$ cat src/rtl/seg_scan_monitor.sv
// Seven-segment scan monitor: samples multiplexed anode/segment lines, decodes each
// settled digit back to a hex nibble and assembles full frames. Optional watchdog: SEG_MONITOR_TIMEOUT_EN.
module seg_scan_monitor #(
  parameter int DIGITS         = 8,
  parameter int AN_ACTIVE_LOW  = 1,
  parameter int SEG_ACTIVE_LOW = 1,
  parameter int SETTLE_CYCLES  = 4,
  parameter int TIMEOUT_CYCLES = 1000000
) (
  input  logic                  clk,
  input  logic                  rst,
  input  logic [DIGITS-1:0]     an,
  input  logic [6:0]            a_to_g,
  input  logic                  err_clr,
  output logic [4*DIGITS-1:0]   value,
  output logic                  frame_valid,
  output logic [DIGITS-1:0]     digit_mask,
  output logic                  seg_err,
  output logic                  an_err,
  output logic                  stale
);

  localparam int IW = (DIGITS > 1) ? $clog2(DIGITS) : 1;
  localparam logic [7:0] SETTLE_M1 = 8'(SETTLE_CYCLES - 1);

  typedef enum logic [1:0] {IDLE, SETTLE, HOLD} state_t;
  state_t state, state_nxt;

  logic [DIGITS-1:0]   an_n, an_r;
  logic [6:0]          seg_n, seg_r;
  logic [7:0]          cnt;
  logic [4*DIGITS-1:0] shadow, shadow_upd;
  logic [DIGITS-1:0]   mask_upd;
  logic [IW-1:0]       idx;
  logic [3:0]          nib;
  logic                glyph_ok, an_any, an_one, changed, settled;
  logic                do_eval, cap_ok, seg_set, an_set, frame_done;

  assign an_n  = (AN_ACTIVE_LOW != 0)  ? ~an     : an;
  assign seg_n = (SEG_ACTIVE_LOW != 0) ? ~a_to_g : a_to_g;

  // The counter compares against the previous registered sample, so it is 0 on the
  // first cycle a new value is visible and reaches SETTLE_CYCLES-1 on the last required sample.
  always_ff @(posedge clk or negedge rst) begin
    if (!rst) begin
      an_r  <= '0;
      seg_r <= '0;
      cnt   <= '0;
    end else begin
      an_r  <= an_n;
      seg_r <= seg_n;
      if ({an_n, seg_n} == {an_r, seg_r})
        cnt <= (cnt == 8'hFF) ? cnt : cnt + 8'd1;
      else
        cnt <= '0;
    end
  end

  assign changed = (cnt == 8'd0);
  assign settled = (cnt == SETTLE_M1);
  assign an_any  = |an_r;
  assign an_one  = an_any && ((an_r & (an_r - DIGITS'(1))) == '0);

  always_comb begin
    idx = '0;
    for (int i = 0; i < DIGITS; i++)
      if (an_r[i]) idx = IW'(i);
  end

  always_comb begin
    glyph_ok = 1'b1;
    nib      = 4'h0;
    case (seg_r)
      7'h7E: nib = 4'h0;
      7'h30: nib = 4'h1;
      7'h6D: nib = 4'h2;
      7'h79: nib = 4'h3;
      7'h33: nib = 4'h4;
      7'h5B: nib = 4'h5;
      7'h5F: nib = 4'h6;
      7'h70: nib = 4'h7;
      7'h7F: nib = 4'h8;
      7'h7B: nib = 4'h9;
      7'h77: nib = 4'hA;
      7'h1F: nib = 4'hB;
      7'h4E: nib = 4'hC;
      7'h3D: nib = 4'hD;
      7'h4F: nib = 4'hE;
      7'h47: nib = 4'hF;
      default: glyph_ok = 1'b0;
    endcase
  end

  always_comb begin
    state_nxt = state;
    do_eval   = 1'b0;
    cap_ok    = 1'b0;
    seg_set   = 1'b0;
    an_set    = 1'b0;
    case (state)
      IDLE, SETTLE: do_eval = 1'b1;
      HOLD:         do_eval = changed;
      default:      state_nxt = IDLE;
    endcase
    if (do_eval) begin
      if (!an_any) begin
        state_nxt = IDLE;
      end else if (settled) begin
        state_nxt = HOLD;
        if (!an_one)       an_set  = 1'b1;
        else if (glyph_ok) cap_ok  = 1'b1;
        else               seg_set = 1'b1;
      end else begin
        state_nxt = SETTLE;
      end
    end
  end

  always_comb begin
    shadow_upd             = shadow;
    shadow_upd[idx*4 +: 4] = nib;
  end

  assign mask_upd   = digit_mask | an_r;
  assign frame_done = cap_ok && (&mask_upd);

  always_ff @(posedge clk or negedge rst) begin
    if (!rst) begin
      state       <= IDLE;
      shadow      <= '0;
      value       <= '0;
      frame_valid <= 1'b0;
      digit_mask  <= '0;
      seg_err     <= 1'b0;
      an_err      <= 1'b0;
    end else begin
      state       <= state_nxt;
      frame_valid <= frame_done;
      if (cap_ok) begin
        shadow <= shadow_upd;
        if (frame_done) begin
          value      <= shadow_upd;
          digit_mask <= '0;
        end else begin
          digit_mask <= mask_upd;
        end
      end
      // A new error in the same cycle as err_clr keeps the flag set.
      seg_err <= seg_set | (seg_err & ~err_clr);
      an_err  <= an_set  | (an_err  & ~err_clr);
    end
  end

`ifdef SEG_MONITOR_TIMEOUT_EN
  localparam int TW = $clog2(TIMEOUT_CYCLES + 1);
  localparam logic [TW-1:0] TO_MAX = TW'(TIMEOUT_CYCLES);
  logic [TW-1:0] to_cnt;

  // Cleared on the same edge that raises frame_valid, so stale drops on that pulse's cycle.
  always_ff @(posedge clk or negedge rst) begin
    if (!rst)
      to_cnt <= '0;
    else if (frame_done)
      to_cnt <= '0;
    else if (to_cnt != TO_MAX)
      to_cnt <= to_cnt + TW'(1);
  end

  assign stale = (to_cnt == TO_MAX);
`else
  assign stale = 1'b0;
`endif

endmodule

$ cat config.mk
export PLATFORM = sky130hd
export DESIGN_NAME = seg_scan_monitor
export DESIGN_NICKNAME = d
export VERILOG_FILES = /design/src/rtl/seg_scan_monitor.sv
export SDC_FILE = /design/constraint.sdc
export NUM_CORES = 1
export LEC_CHECK = 0
export ABC_AREA = 1
export CAP_MARGIN = 5
export CORE_UTILIZATION = 25
export CTS_CLUSTER_DIAMETER = 120
export CTS_CLUSTER_SIZE = 30
export DETAILED_ROUTE_END_ITERATION = 10
export PLACE_DENSITY = 0.4
export RECOVER_POWER = 25
export SETUP_SLACK_MARGIN = 0.3
export SLEW_MARGIN = 25
export SYNTH_ARGS = -nofsm -noshare
export SYNTH_HDL_FRONTEND = slang
export SYNTH_SLANG_ARGS = --single-unit
$ cat constraint.sdc
create_clock -name clk -period 5.8 [get_ports clk]
set_clock_uncertainty 0.2 [all_clocks]
set_input_delay 1.16 -clock clk [delete_from_list [all_inputs] [get_ports clk]]
set_output_delay 1.16 -clock clk [all_outputs]
set_load 0.05 [all_outputs]
==> results of run 1 <==
[cells in the mapped netlist, drive strengths merged]
cell type / n
a21boi: 1
a21oi: 4
a31oi: 1
buf: 14
clkbuf: 1
conb: 1
dfrtp: 100
ha: 4
inv: 85
nand2: 224
nand3: 48
nand3b: 3
nand4: 8
nor2: 54
nor3: 5
nor3b: 1
o21ai: 60
o21bai: 8
o22a: 4
o22ai: 1
or2: 2
xnor2: 4
xor2: 10
[power breakdown]
group          total (mW)  leakage, nW  switching, mW  internal [mW]
clock               0.581        0.128          0.288          0.293
combinational      0.0970         1.61         0.0657         0.0313
sequential          0.711         1.36        0.00892          0.702
total                1.39         3.09          0.363           1.03
[sequential cells by signal, summed over array words and instances, names as in the netlist]
name         count
seg_err          1
shadow          32
state            2
seg_r            7
frame_valid      1
an_err           1
digit_mask       8
cnt              8
value           32
an_r             8
[worst register-to-register path, stage by stage (launching register included)]
cell     delay, ns
dfrtp_1       0.44
inv_1         0.10
nand2_1       0.05
nand2_1       0.06
nand2_1       0.04
nand2_1       0.05
nand2_1       0.10
nand2_1       0.17
inv_1         0.10
ha_1          0.21
ha_1          0.37
inv_1         0.22
nand4_1       0.12
nor2_1        0.39
o21ai_0       0.18
nand2_1       0.09
o21ai_1       0.07
[final timing paths]
path	end	slack, ns	cells past startpoint
max	shadow[3]	2.72	16
min	shadow[13]	0.28	2
max reg2reg	shadow[3]	2.72	16
min reg2reg	shadow[13]	0.28	2
max in group asynchronous	an_r[1]	3.92	2
min in group asynchronous	value[20]	0.60	1
[routing by layer]
layer | GRT usage [%] | part of all wire (%)
met5 | 0 | 0
met4 | 4.759 | 1.4
met3 | 3.232 | 4.0
met2 | 21.38 | 45
met1 | 17.75 | 50
[kinds of logic after synthesis]
family          after synthesis  share of synthesized area, %
buf+inv                     100                         8.800
xor+xnor                     14                         2.450
simple gates                345                         28.90
compound gates               79                         8.775
other cells                   1                       0.07493
flops                       100                         50.00
fa+ha+maj                     4                         1.000
[layout make-up]
cell class	count	area share, %
inverter	85	5.263
timing repair buffer	62	10.10
clock buffer	9	3.686
multi-input combinational	443	33.75
tap	265	5.427
sequential	100	40.96
clock inverter	7	0.8192
==> results.json, run 1 <==
{
  "slew_viol_final": 0,
  "path_class": "register to register",
  "tightest_slew_ns": 0.6666,
  "dp_slack_ns": 2.578,
  "clockRootBuffer": "clkbuf_16",
  "critPathTopFamily": "simple AND/OR/NAND/NOR gates",
  "layout_common_cells": "222 x nand2_1, 100 x dfrtp_1, 83 x inv_1, 59 x clkdlybuf4s50_1, 48 x nor2_1",
  "clk_path_buf_depth": 2,
  "postRouteAntennaNets": 0,
  "finalNonFillerCells": 971,
  "syn_avg_cell_area_sq_um": 7.784,
  "synth_top_area_share_pct": 50.00,
  "crit_chain": "inv_1 > nand2_1 > nand2_1 > nand2_1 > nand2_1 > nand2_1 > nand2_1 > inv_1 > ha_1 > ha_1 > inv_1 > nand4_1 > nor2_1 > o21ai_0 > nand2_1 > o21ai_1",
  "p_leak_nw": 3.094,
  "hold_path_startpoint": "shadow[13]",
  "seq_area_frac_synth_pct": 50.00,
  "cts_resized": 0,
  "worstSetupEndpointType": "register",
  "globalplace.congestion": 0.8043,
  "final_util_pct": 31.29,
  "grt_max_degree": 71,
  "multi_input_area_sq_um": 2062,
  "design_area_sq_um": 6110,
  "path_buf_inv": 3,
  "status": "complete, no violations",
  "cp.arrival_ns": 3.12,
  "ios": 62,
  "crit_slowest_cell": "dfrtp_1",
  "finalPower_mw": 1.389,
  "cts_hold_buf": 0,
  "drt_iter0_drc": 167,
  "synth_fp_nets": 665,
  "rows": 51,
  "grt_pass1_wl_um": 20850,
  "synth_cell_type_count": 34,
  "r2r-start": "an_r[2]",
  "cts.clk_slew.worst_paths_ns": 0.07,
  "worstPathRequired_ns": 5.84,
  "finalHoldViolCount": 0,
  "powerDensity_nw_per_um2": 227.3,
  "max_cap_viol_count": 0,
  "nFillCells": 2143,
  "period_share_pct": 53.12,
  "setup_slack_ns": 2.719,
  "synthTopCellsByArea": "dfrtp_1 50%, nand2_1 17%, inv_1 6.2%",
  "overflow": 0,
  "area_delta_synth_final_pct": 22.08,
  "netlist_area_sq_um": 5005,
  "antenna_cells": 0,
  "dp_hpwl_um": 9092,
  "timing.fmax_mhz": 324.6,
  "vias": 4161,
  "layout_commonest_cell": "nand2_1",
  "route.detailed.drc": 0,
  "dp_cells": 955,
  "dpl_cell_area_sq_um": 5831,
  "start_util_pct": 25.63,
  "max-vdd-ir-drop_mv": 0.1314,
  "post-cts-setup-buffer-count": 0,
  "cts_sinks": 100,
  "drive_above_1_share_pct": 4.674,
  "viasPerCell": 4.285,
  "numCtsBuffers": 9,
  "crit_start": "an_r[2]",
  "first_global_vias": 4077,
  "layout.nets": 723,
  "setup_tns_ns": 0,
  "dr.pass1.iters": 5,
  "wl_per_cell_um": 13.01,
  "port_buffers": 60,
  "dieArea_sq_um": 20590,
  "synthCells": 643,
  "ys_seq_elements": 100,
  "finalCriticalPeriod_ns": 3.081,
  "hp-class": "register to register",
  "antenna_found_initial": 0,
  "clock_latency_ns": 0.36,
  "start_kind": "register",
  "ys_warn_count": 0,
  "die_h_um": 143.5,
  "rsz0062_at_grt": "no",
  "htreeDepth": 3,
  "die_x_um": 143.5,
  "seqCellArea_sq_um": 2502,
  "crit_path_frequent_cell": "nand2_1",
  "cts_tree": "done",
  "core_area_sq_um": 19530,
  "yosysTopAreaCell": "dfrtp_1",
  "path_max_fanout": 8,
  "drt_wl_total_um": 12640,
  "slew_headroom_pct": 55.56,
  "setup_viol": 0,
  "track_usage_pct": 13.45,
  "critPathMaxStageDelay_ns": 0.44,
  "hold_slack_ns": 0.2792
}
No activity file was read; power rests on OpenSTA's default activity.
==> run 2, diff against run 1 <==
Clock period 5.8 ns to 2.9 ns, I/O delays scaled along.
==> run 2 against run 1 <==
Via count grew 2.5%. Power grew 100%. Clock power grew 98%. Utilization grew 1.4 points. The run now ends with hold timing left. Sequential share of layout area shrank 1.7 points.
==> results.json, run 2 (synthesized netlist as in run 1, its figures left out) <==
{
  "status": "complete, but fails checks",
  "violations": "hold timing",
  "cts_hold_buf": 0,
  "multi_input_area_sq_um": 2183,
  "period_share_pct": 83.95,
  "dp_hpwl_um": 9360,
  "crit_chain": "inv_2 > nand2_1 > nand2_1 > nand2_1 > nand2_1 > nand2_2 > nand2_2 > inv_2 > ha_4 > ha_4 > inv_4 > nand4_1 > nor2_4 > buf_6 > o21ai_2 > nand2_1 > o21ai_1",
  "antenna_cells": 0,
  "switching_share_pct": 25.38,
  "layout.nets": 741,
  "dr.pass1.iters": 5,
  "worstSetupEndpointType": "register",
  "overflow": 0,
  "r2r_cells": 17,
  "drt_iter0_drc": 263,
  "powerDensity_nw_per_um2": 438.3,
  "cp.arrival_ns": 2.47,
  "finalHoldViolCount": 34,
  "clk_path_buf_depth": 2,
  "slew_viol_final": 0,
  "p_clk_share_pct": 41.1,
  "antenna_found_initial": 0,
  "postRouteAntennaNets": 0,
  "path_class": "register to register",
  "clock_latency_ns": 0.35,
  "pwr-share-comb_pct": 8.1,
  "dieArea_sq_um": 20590,
  "seqPwrFrac_pct": 50.8,
  "hp-class": "primary input to asynchronous set/reset pin",
  "numCtsBuffers": 9,
  "grt_pass1_wl_um": 21530,
  "htreeDepth": 3,
  "start_kind": "register",
  "drive_above_1_share_pct": 10.77,
  "core_area_sq_um": 19530,
  "die_x_um": 143.5,
  "slew_headroom_pct": 32.23,
  "path_max_fanout": 8,
  "r2r_end": "shadow[2]",
  "route.detailed.drc": 0,
  "track_usage_pct": 13.65,
  "seqCellArea_sq_um": 2504,
  "cts.clk_slew.worst_paths_ns": 0.07,
  "reg_top3": "shadow (32), value (32)",
  "crit_slowest_cell": "dfrtp_1",
  "p_leak_nw": 3.203,
  "dp_cells": 966,
  "port_buffers": 60,
  "max-vdd-ir-drop_mv": 0.2702,
  "setup_viol": 0,
  "clockRootBuffer": "clkbuf_16",
  "ios": 62,
  "cts_sinks": 100,
  "regToRegSetupSlack_ns": 0.47,
  "crit_path_frequent_cell": "nand2_1",
  "max_cap_viol_count": 0,
  "nFillCells": 2103,
  "drt_wl_total_um": 13020,
  "hold_slack_ns": -0.02090,
  "finalNonFillerCells": 989,
  "die_h_um": 143.5,
  "setup_tns_ns": 0,
  "vias": 4265,
  "power.internal_mw": 2.086,
  "r2r-start": "an_r[2]",
  "grt_max_degree": 41,
  "layout_common_cells": "216 x nand2_1, 99 x dfrtp_1, 77 x inv_1, 52 x clkdlybuf4s50_1, 44 x nor2_1",
  "wl_per_cell_um": 13.16,
  "p_switching_uw": 709.7,
  "cts_tree": "done",
  "start_util_pct": 25.63,
  "worstPathRequired_ns": 2.94,
  "area_delta_synth_final_pct": 27.45,
  "layout_commonest_cell": "nand2_1",
  "timing.fmax_mhz": 410.7,
  "finalCriticalPeriod_ns": 2.435,
  "rsz0062_at_grt": "yes",
  "rows": 51,
  "critPathMaxStageDelay_ns": 0.42,
  "tightest_slew_ns": 1.017,
  "first_global_vias": 4250,
  "viasPerCell": 4.312,
  "globalplace.congestion": 0.7696
}
## run 2: per-layer routing
layer | share of wire [%] | GRT usage [%]
met2 | 44 | 21.08
met5 | 0 | 0
met4 | 1.4 | 6.047
met3 | 3.8 | 2.433
met1 | 51 | 18.60
## run 2: through the flow
stage / setup WS, ns / utilization (%) / area [sq um] / hold WS [ns] / total power [mW]
2_1_floorplan: 0.2904 / - / 5007 / 0.08441 / 1.552
3_3_place_gp: 0.2758 / 30.42 / 5941 / 0.2609 / 1.659
3_5_place_dp: 0.1474 / 30.42 / 5941 / 0.2545 / 1.660
4_1_cts: 0.2632 / 31.96 / 6241 / 0.003327 / 2.832
5_1_grt: 0.2828 / 32.67 / 6379 / 0.01511 / 2.925
6_report: 0.4653 / 32.67 / 6379 / -0.02090 / 2.796
## run 2: worst max path at each step
| stage | slack, ns | startpoint | to |
|---|---|---|---|
| after detailed placement | 0.15 | an_r[2] | shadow[2] |
| after global placement | 0.28 | an_r[2] | value[13] |
| after global routing | 0.28 | an_r[2] | value[26] |
| after CTS | 0.26 | an_r[2] | value[8] |
| final | 0.47 | an_r[2] | shadow[2] |
| after floorplan | 0.29 | an_r[2] | value[13] |
## run 2: critical path: cells and delay by family, from the launching register on
kind	cells	cell delay (ns)
flip-flops	1	0.42
AND/OR/NAND/NOR	9	0.85
adder cells (fa/ha/maj)	2	0.38
AO/OA/AOI/OAI	2	0.11
buffers and inverters	4	0.34
## run 2: layout make-up
cell class,instances,share of cell area (%)
Clock buffer,11,3.805
Inverter,85,5.080
Tap cell,265,5.198
Multi-Input combinational cell,443,34.23
Clock inverter,5,0.4315
Sequential cell,100,39.25
Timing Repair Buffer,80,12.00
## run 2: timing repair
item / in CTS / in global routing
resized for setup: 6 / 38
endpoints found under the hold margin: 0 / 0
buffers inserted: 2 / 5
pin swaps: 1 / 6
setup endpoints to repair: 27 / 64
## run 2: power groups by stage
stage	sequential (mW)	combinational (mW)	clock (mW)
6_report	1.42	0.227	1.15
4_1_cts	1.42	0.218	1.19
3_5_place_dp	1.45	0.212	0
5_1_grt	1.42	0.257	1.25
3_3_place_gp	1.45	0.212	0
2_1_floorplan	1.44	0.108	0
